<file path="src/rtl/fifo_pkg.sv">
// Shared definitions for the synchronous FIFO and the blocks that sit around it.
package fifo_pkg;

  localparam int FIFO_WIDTH = 16;
  localparam int FIFO_DEPTH = 8;

  typedef logic [FIFO_WIDTH-1:0] fifo_word_t;

  // Next occupancy of a small buffer given this cycle's push/pop.
  function automatic logic [1:0] occ_next(input logic [1:0] occ,
                                          input logic       push,
                                          input logic       pop);
    return occ + {1'b0, push} - {1'b0, pop};
  endfunction

endpackage

</file>
<file path="src/rtl/skid_buf2.sv">
// Two-entry circular skid buffer: 1-bit write/read indices, occupancy 0..2.
module skid_buf2
  import fifo_pkg::*;
#(
  parameter int W = FIFO_WIDTH
) (
  input  logic         clk,
  input  logic         rst_n,
  input  logic         clr,
  input  logic         push,
  input  logic [W-1:0] push_data,
  input  logic         pop,
  output logic [1:0]   occ,
  output logic [W-1:0] rd_data
);

  logic [W-1:0] mem_q [2];
  logic [W-1:0] mem_d [2];
  logic         wr_idx_q, wr_idx_d;
  logic         rd_idx_q, rd_idx_d;
  logic [1:0]   occ_q, occ_d;

  // NOTE: every always_comb output gets its hold value first, so no path can infer a latch.
  always_comb begin
    mem_d    = mem_q;
    wr_idx_d = wr_idx_q;
    rd_idx_d = rd_idx_q;
    occ_d    = occ_q;
    if (clr) begin
      wr_idx_d = 1'b0;
      rd_idx_d = 1'b0;
      occ_d    = 2'd0;
    end else begin
      if (push) begin
        mem_d[wr_idx_q] = push_data;
        wr_idx_d        = ~wr_idx_q;
      end
      if (pop) begin
        rd_idx_d = ~rd_idx_q;
      end
      occ_d = occ_next(occ_q, push, pop);
    end
  end

  // NOTE: the storage is reset as well, so m_data reads zero out of reset; it is only two words.
  // NOTE: state registers use non-blocking assignments so every flop samples pre-edge values.
  always_ff @(posedge clk or negedge rst_n) begin
    if (!rst_n) begin
      mem_q[0] <= '0;
      mem_q[1] <= '0;
      wr_idx_q <= 1'b0;
      rd_idx_q <= 1'b0;
      occ_q    <= 2'd0;
    end else begin
      mem_q    <= mem_d;
      wr_idx_q <= wr_idx_d;
      rd_idx_q <= rd_idx_d;
      occ_q    <= occ_d;
    end
  end

  assign occ     = occ_q;
  assign rd_data = mem_q[rd_idx_q];

  occ_le_2: assert property (@(posedge clk) disable iff (!rst_n) occ_q <= 2'd2);
  no_overrun: assert property (@(posedge clk) disable iff (!rst_n)
    !(push && !pop && !clr && occ_q == 2'd2));
  no_underrun: assert property (@(posedge clk) disable iff (!rst_n) !(pop && occ_q == 2'd0));

endmodule

</file>
<file path="src/rtl/fifo_rd_streamer.sv">
// Read side of the synchronous FIFO: issues rd_en, catches the registered data_out
// one cycle later and re-presents it as a valid/ready stream through skid_buf2.
module fifo_rd_streamer #(
  parameter int FIFO_WIDTH = fifo_pkg::FIFO_WIDTH,
  parameter int CNT_WIDTH  = 16
) (
  input  logic                  clk,
  input  logic                  rst_n,
  input  logic                  empty,
  input  logic                  underflow,
  input  logic [FIFO_WIDTH-1:0] data_out,
  output logic                  rd_en,
  output logic                  m_valid,
  output logic [FIFO_WIDTH-1:0] m_data,
  input  logic                  m_ready,
  input  logic                  flush,
  output logic [CNT_WIDTH-1:0]  rd_count,
  output logic                  err_underflow
);

  logic [1:0]           occ;
  logic                 pop;
  logic                 push;
  logic [2:0]           owed_next;
  logic                 infl_q, infl_d;
  logic [CNT_WIDTH-1:0] rd_count_q, rd_count_d;
  logic                 err_q, err_d;

  assign m_valid = (occ != 2'd0);

  // owed_next counts words already committed to the buffer after this edge; a new read
  // lands one cycle later, so it may only issue while that count leaves a free slot.
  // rd_en is gated by rst_n so the FIFO is never read while this block is held in reset.
  always_comb begin
    pop        = m_valid && m_ready;
    owed_next  = {1'b0, occ} + {2'b00, infl_q} - {2'b00, pop};
    rd_en      = rst_n && !empty && !flush && (owed_next < 3'd2);
    push       = infl_q && !flush;
    infl_d     = rd_en;
    rd_count_d = rd_count_q + CNT_WIDTH'(pop);
    err_d      = err_q || (underflow && infl_q);
  end

  always_ff @(posedge clk or negedge rst_n) begin
    if (!rst_n) begin
      infl_q     <= 1'b0;
      rd_count_q <= '0;
      err_q      <= 1'b0;
    end else begin
      infl_q     <= infl_d;
      rd_count_q <= rd_count_d;
      err_q      <= err_d;
    end
  end

  skid_buf2 #(
    .W(FIFO_WIDTH)
  ) u_skid (
    .clk      (clk),
    .rst_n    (rst_n),
    .clr      (flush),
    .push     (push),
    .push_data(data_out),
    .pop      (pop),
    .occ      (occ),
    .rd_data  (m_data)
  );

  assign rd_count      = rd_count_q;
  assign err_underflow = err_q;

endmodule

</file>
<file path="config.mk">
export PLATFORM = sky130hd
export DESIGN_NAME = fifo_rd_streamer
export DESIGN_NICKNAME = d
export VERILOG_FILES = /design/src/rtl/fifo_pkg.sv /design/src/rtl/skid_buf2.sv /design/src/rtl/fifo_rd_streamer.sv
export SDC_FILE = /design/constraint.sdc
export NUM_CORES = 1
export LEC_CHECK = 0
export BUFFER_PORTS_ARGS = -buffer_cell sky130_fd_sc_hd__buf_2
export CAP_MARGIN = 10
export CORE_ASPECT_RATIO = 1.5
export CORE_UTILIZATION = 53
export CTS_CLUSTER_DIAMETER = 150
export DETAILED_ROUTE_END_ITERATION = 16
export PLACE_DENSITY = 0.79
export SYNTH_ARGS = -nofsm -noshare
export SYNTH_HDL_FRONTEND = slang
export SYNTH_HIERARCHICAL = 1
export SYNTH_SLANG_ARGS = --single-unit
</file>
<file path="constraint.sdc">
create_clock -name clk -period 2.4 [get_ports clk]
set_input_delay 0.24 -clock clk [delete_from_list [all_inputs] [get_ports clk]]
set_output_delay 0.24 -clock clk [all_outputs]
set_load 0.01 [all_outputs]
</file>
==> results_dict.tcl <==
set metrics [dict create \
    status "finished with violations" \
    violations "design-rule violations, negative setup slack" \
    crit_type "reg2out" \
    peakVddDrop_v 0.000618 \
    critical_path.cell_chain "or2_1 -> and2_4 -> ha_4 -> nand2b_4 -> fa_1 -> nand2_2 -> nor4_4 -> buf_2" \
    fmax_ghz 0.379 \
    ys.flop_type "dfrtp_1" \
    grt_pass1_wl_um 7200 \
    clkSinkCount 54 \
    clkTransAtPathRegs_ns 0.09 \
    final_hold_viol_count 0 \
    ys_seq_area_share_pct 55.0 \
    drive_gt1_share_pct 55.0 \
    synthCells 171 \
    ys_seq_elements 54 \
    synth_commonest_cells "dfrtp_1, mux2_2, xor2_1" \
    grt_max_degree 55 \
    root_buffer "clkbuf_8" \
    cts_buffer_depth 2 \
    slowest_delay_ns 0.52 \
    first_iter_violations 33 \
    finalCritPeriodShare_pct 110 \
    r2r-start "u_skid/occ[0]" \
    hp-class "in2async" \
    place_congestion 0.686 \
    vias_per_cell 5.50 \
    hold_ws_ns 0.0946 \
    yosysMostFrequentCell "dfrtp_1" \
    crit_fanout 2 \
    cp-start-kind "register" \
    start_util_pct 54.6 \
    rr_worst_depth 8 \
    die_area_sq_um 4920 \
    postLayoutCellArea_sq_um 2980 \
    die_w_um 57.6 \
    postCtsHoldBufs 0 \
    netlist_top_cells_area "dfrtp_1, mux2_2, xor2_1" \
    overflow 0 \
    netlist_area_sq_um 2460 \
    core_sq_um 4500 \
    worstPathArrival_ns 2.40 \
    fin_skew_ns 0.00843 \
    cts_buffers 5 \
    area_delta_synth_final_pct 21.0 \
    placed_cell_area_sq_um 2840 \
    cp_slowest_cell "fa_1" \
    post_drt_wl_per_cell_um 15.2 \
    grt_pass1_vias 1569 \
    io_pins 57 \
    nets 265 \
    synth.largest_area_cell "dfrtp_1" \
    p_per_area_nw_per_um2 949 \
    firstDrtPassIters 12 \
    rsz0062_at_grt "yes" \
    via_count 1574 \
    routed_wirelength_um 4360 \
    synth.distinct_cells 28 \
    dp_hpwl_um 3080 \
    endpoint_kind "primary output" \
    cap_viol_max_count 0 \
    max_slew_margin_pct 56.3 \
    antenna_found_initial 0 \
    portBuffers 56 \
    detail-route-antenna-nets 0 \
    synth_edf_count 0 \
    timing.rr.end "infl_q" \
    avgSynthCellArea_sq_um 14.4 \
    syn_nets 199 \
    cts_tree "yes" \
    drc 3 \
    tightest_slew_ns 0.656 \
    finalWorstSetupSlack_ns -0.240 \
    num-fill-cells 357 \
    maxSlewViolCount 0 \
    num_antenna_cells 0 \
    finalSetupViolations 1 \
    clk_latency_ns 0.30 \
    row_count 30 \
    r2r_setup_slack_ns 0.28 \
    track_usage_pct 19.5 \
    synth_top_cell_area_share_pct 55.0 \
    ys_warn_count 6 \
    h-tree-depth 2 \
    async_flop_share_pct 100 \
    leakage_uw 0.00153 \
    worstPathRequired_ns 2.16 \
    die_h_um 85.4 \
    fin_crit_ns 2.64 \
]
placed cells by master (no fill, tap or decap), types with 2 or more instances in the layout:
master,n
buf_2,56
buf_4,6
clkbuf_1,2
clkbuf_8,5
dfrtp_1,54
ha_1,4
inv_1,5
mux2_2,48
nand2_1,4
nand3_1,3
nand4_1,4
nor2_1,5
nor3_1,4
nor4_2,4
xnor2_1,8
xor2_1,9
stage by stage:
stage	std cells	worst slack [ns]	utilization, %	total power [uW]	setup TNS [ns]
3_5_place_dp	277	0.0215	63.0	2230	0
5_1_grt	286	-0.322	66.1	3000	-0.322
2_1_floorplan	171	0.0114	-	1870	0
4_1_cts	286	-0.299	66.1	2850	-0.299
3_3_place_gp	277	0.0673	63.0	2190	0
6_report	286	-0.240	66.1	2820	-0.240
how the worst max path moves through the flow:
stage	startpoint	to	slack, ns	cells after the start
3_3_place_gp	u_skid/occ[1]	rd_en	0.07	8
4_1_cts	u_skid/occ[0]	rd_en	-0.30	8
5_1_grt	u_skid/occ[0]	rd_en	-0.32	8
6_report	u_skid/occ[0]	rd_en	-0.24	8
3_5_place_dp	u_skid/occ[1]	rd_en	0.02	8
2_1_floorplan	u_skid/occ[1]	rd_en	0.01	7
report_power, final:
group	leakage, uW	switching [uW]	internal (uW)
Combinational	0.000775	424	547
Clock	0.0000524	276	312
Sequential	0.000704	136	1130
Total	0.00153	836	1990
worst max-delay path, delay by kind of cell (launching register included):
kind,cells,cell delay (ns)
simple gates,5,0.82
buf+inv,1,0.18
flops,1,0.38
fa+ha+maj,2,0.73
flip-flops by register name (all words and copies together) (netlist names):
signal	cells
rd_count	16
u_skid/rd_idx_q	1
err_underflow	1
u_skid/occ	2
infl_q	1
u_skid/mem_q	32
u_skid/wr_idx_q	1
area by class of cell:
type	count	area, sq um	area share (%)
sequential	54	1350	45.4
multi-input combinational	108	1090	36.8
timing repair buffer	63	345	11.6
clock buffer	7	76.3	2.57
tap	48	60.1	2.02
clock inverter	1	30.0	1.01
inverter	5	18.8	0.631
kinds of logic (layout without fill, tap and decap cells):
family | count (synthesis) | in the layout | share of synthesized area (%)
xor gates and xnor gates | 18 | 18 | 6.97
and+or+nand+nor | 35 | 35 | 10.2
adders and majority gates | 6 | 6 | 3.36
muxes | 48 | 48 | 22.0
DFF | 54 | 54 | 55.0
AOI/OAI and AO/OA | 1 | 1 | 0.305
buffers and inverters | 9 | 76 | 2.19
per-layer routing:
metal	routed length (um)	GRT usage, %	vias to the layer above
met5	0	0	-
met3	232	4.73	6
li1	-	-	732
met1	1720	20.6	795
met2	2340	36.3	41
met4	68	7.32	0
repair_timing:
action | in CTS | in global routing
pin swaps | 6 | 2
setup buffers | 1 | 0
resized for setup | 4 | 0
setup endpoints to repair | 1 | 1
(Power assumes the default switching activity.)
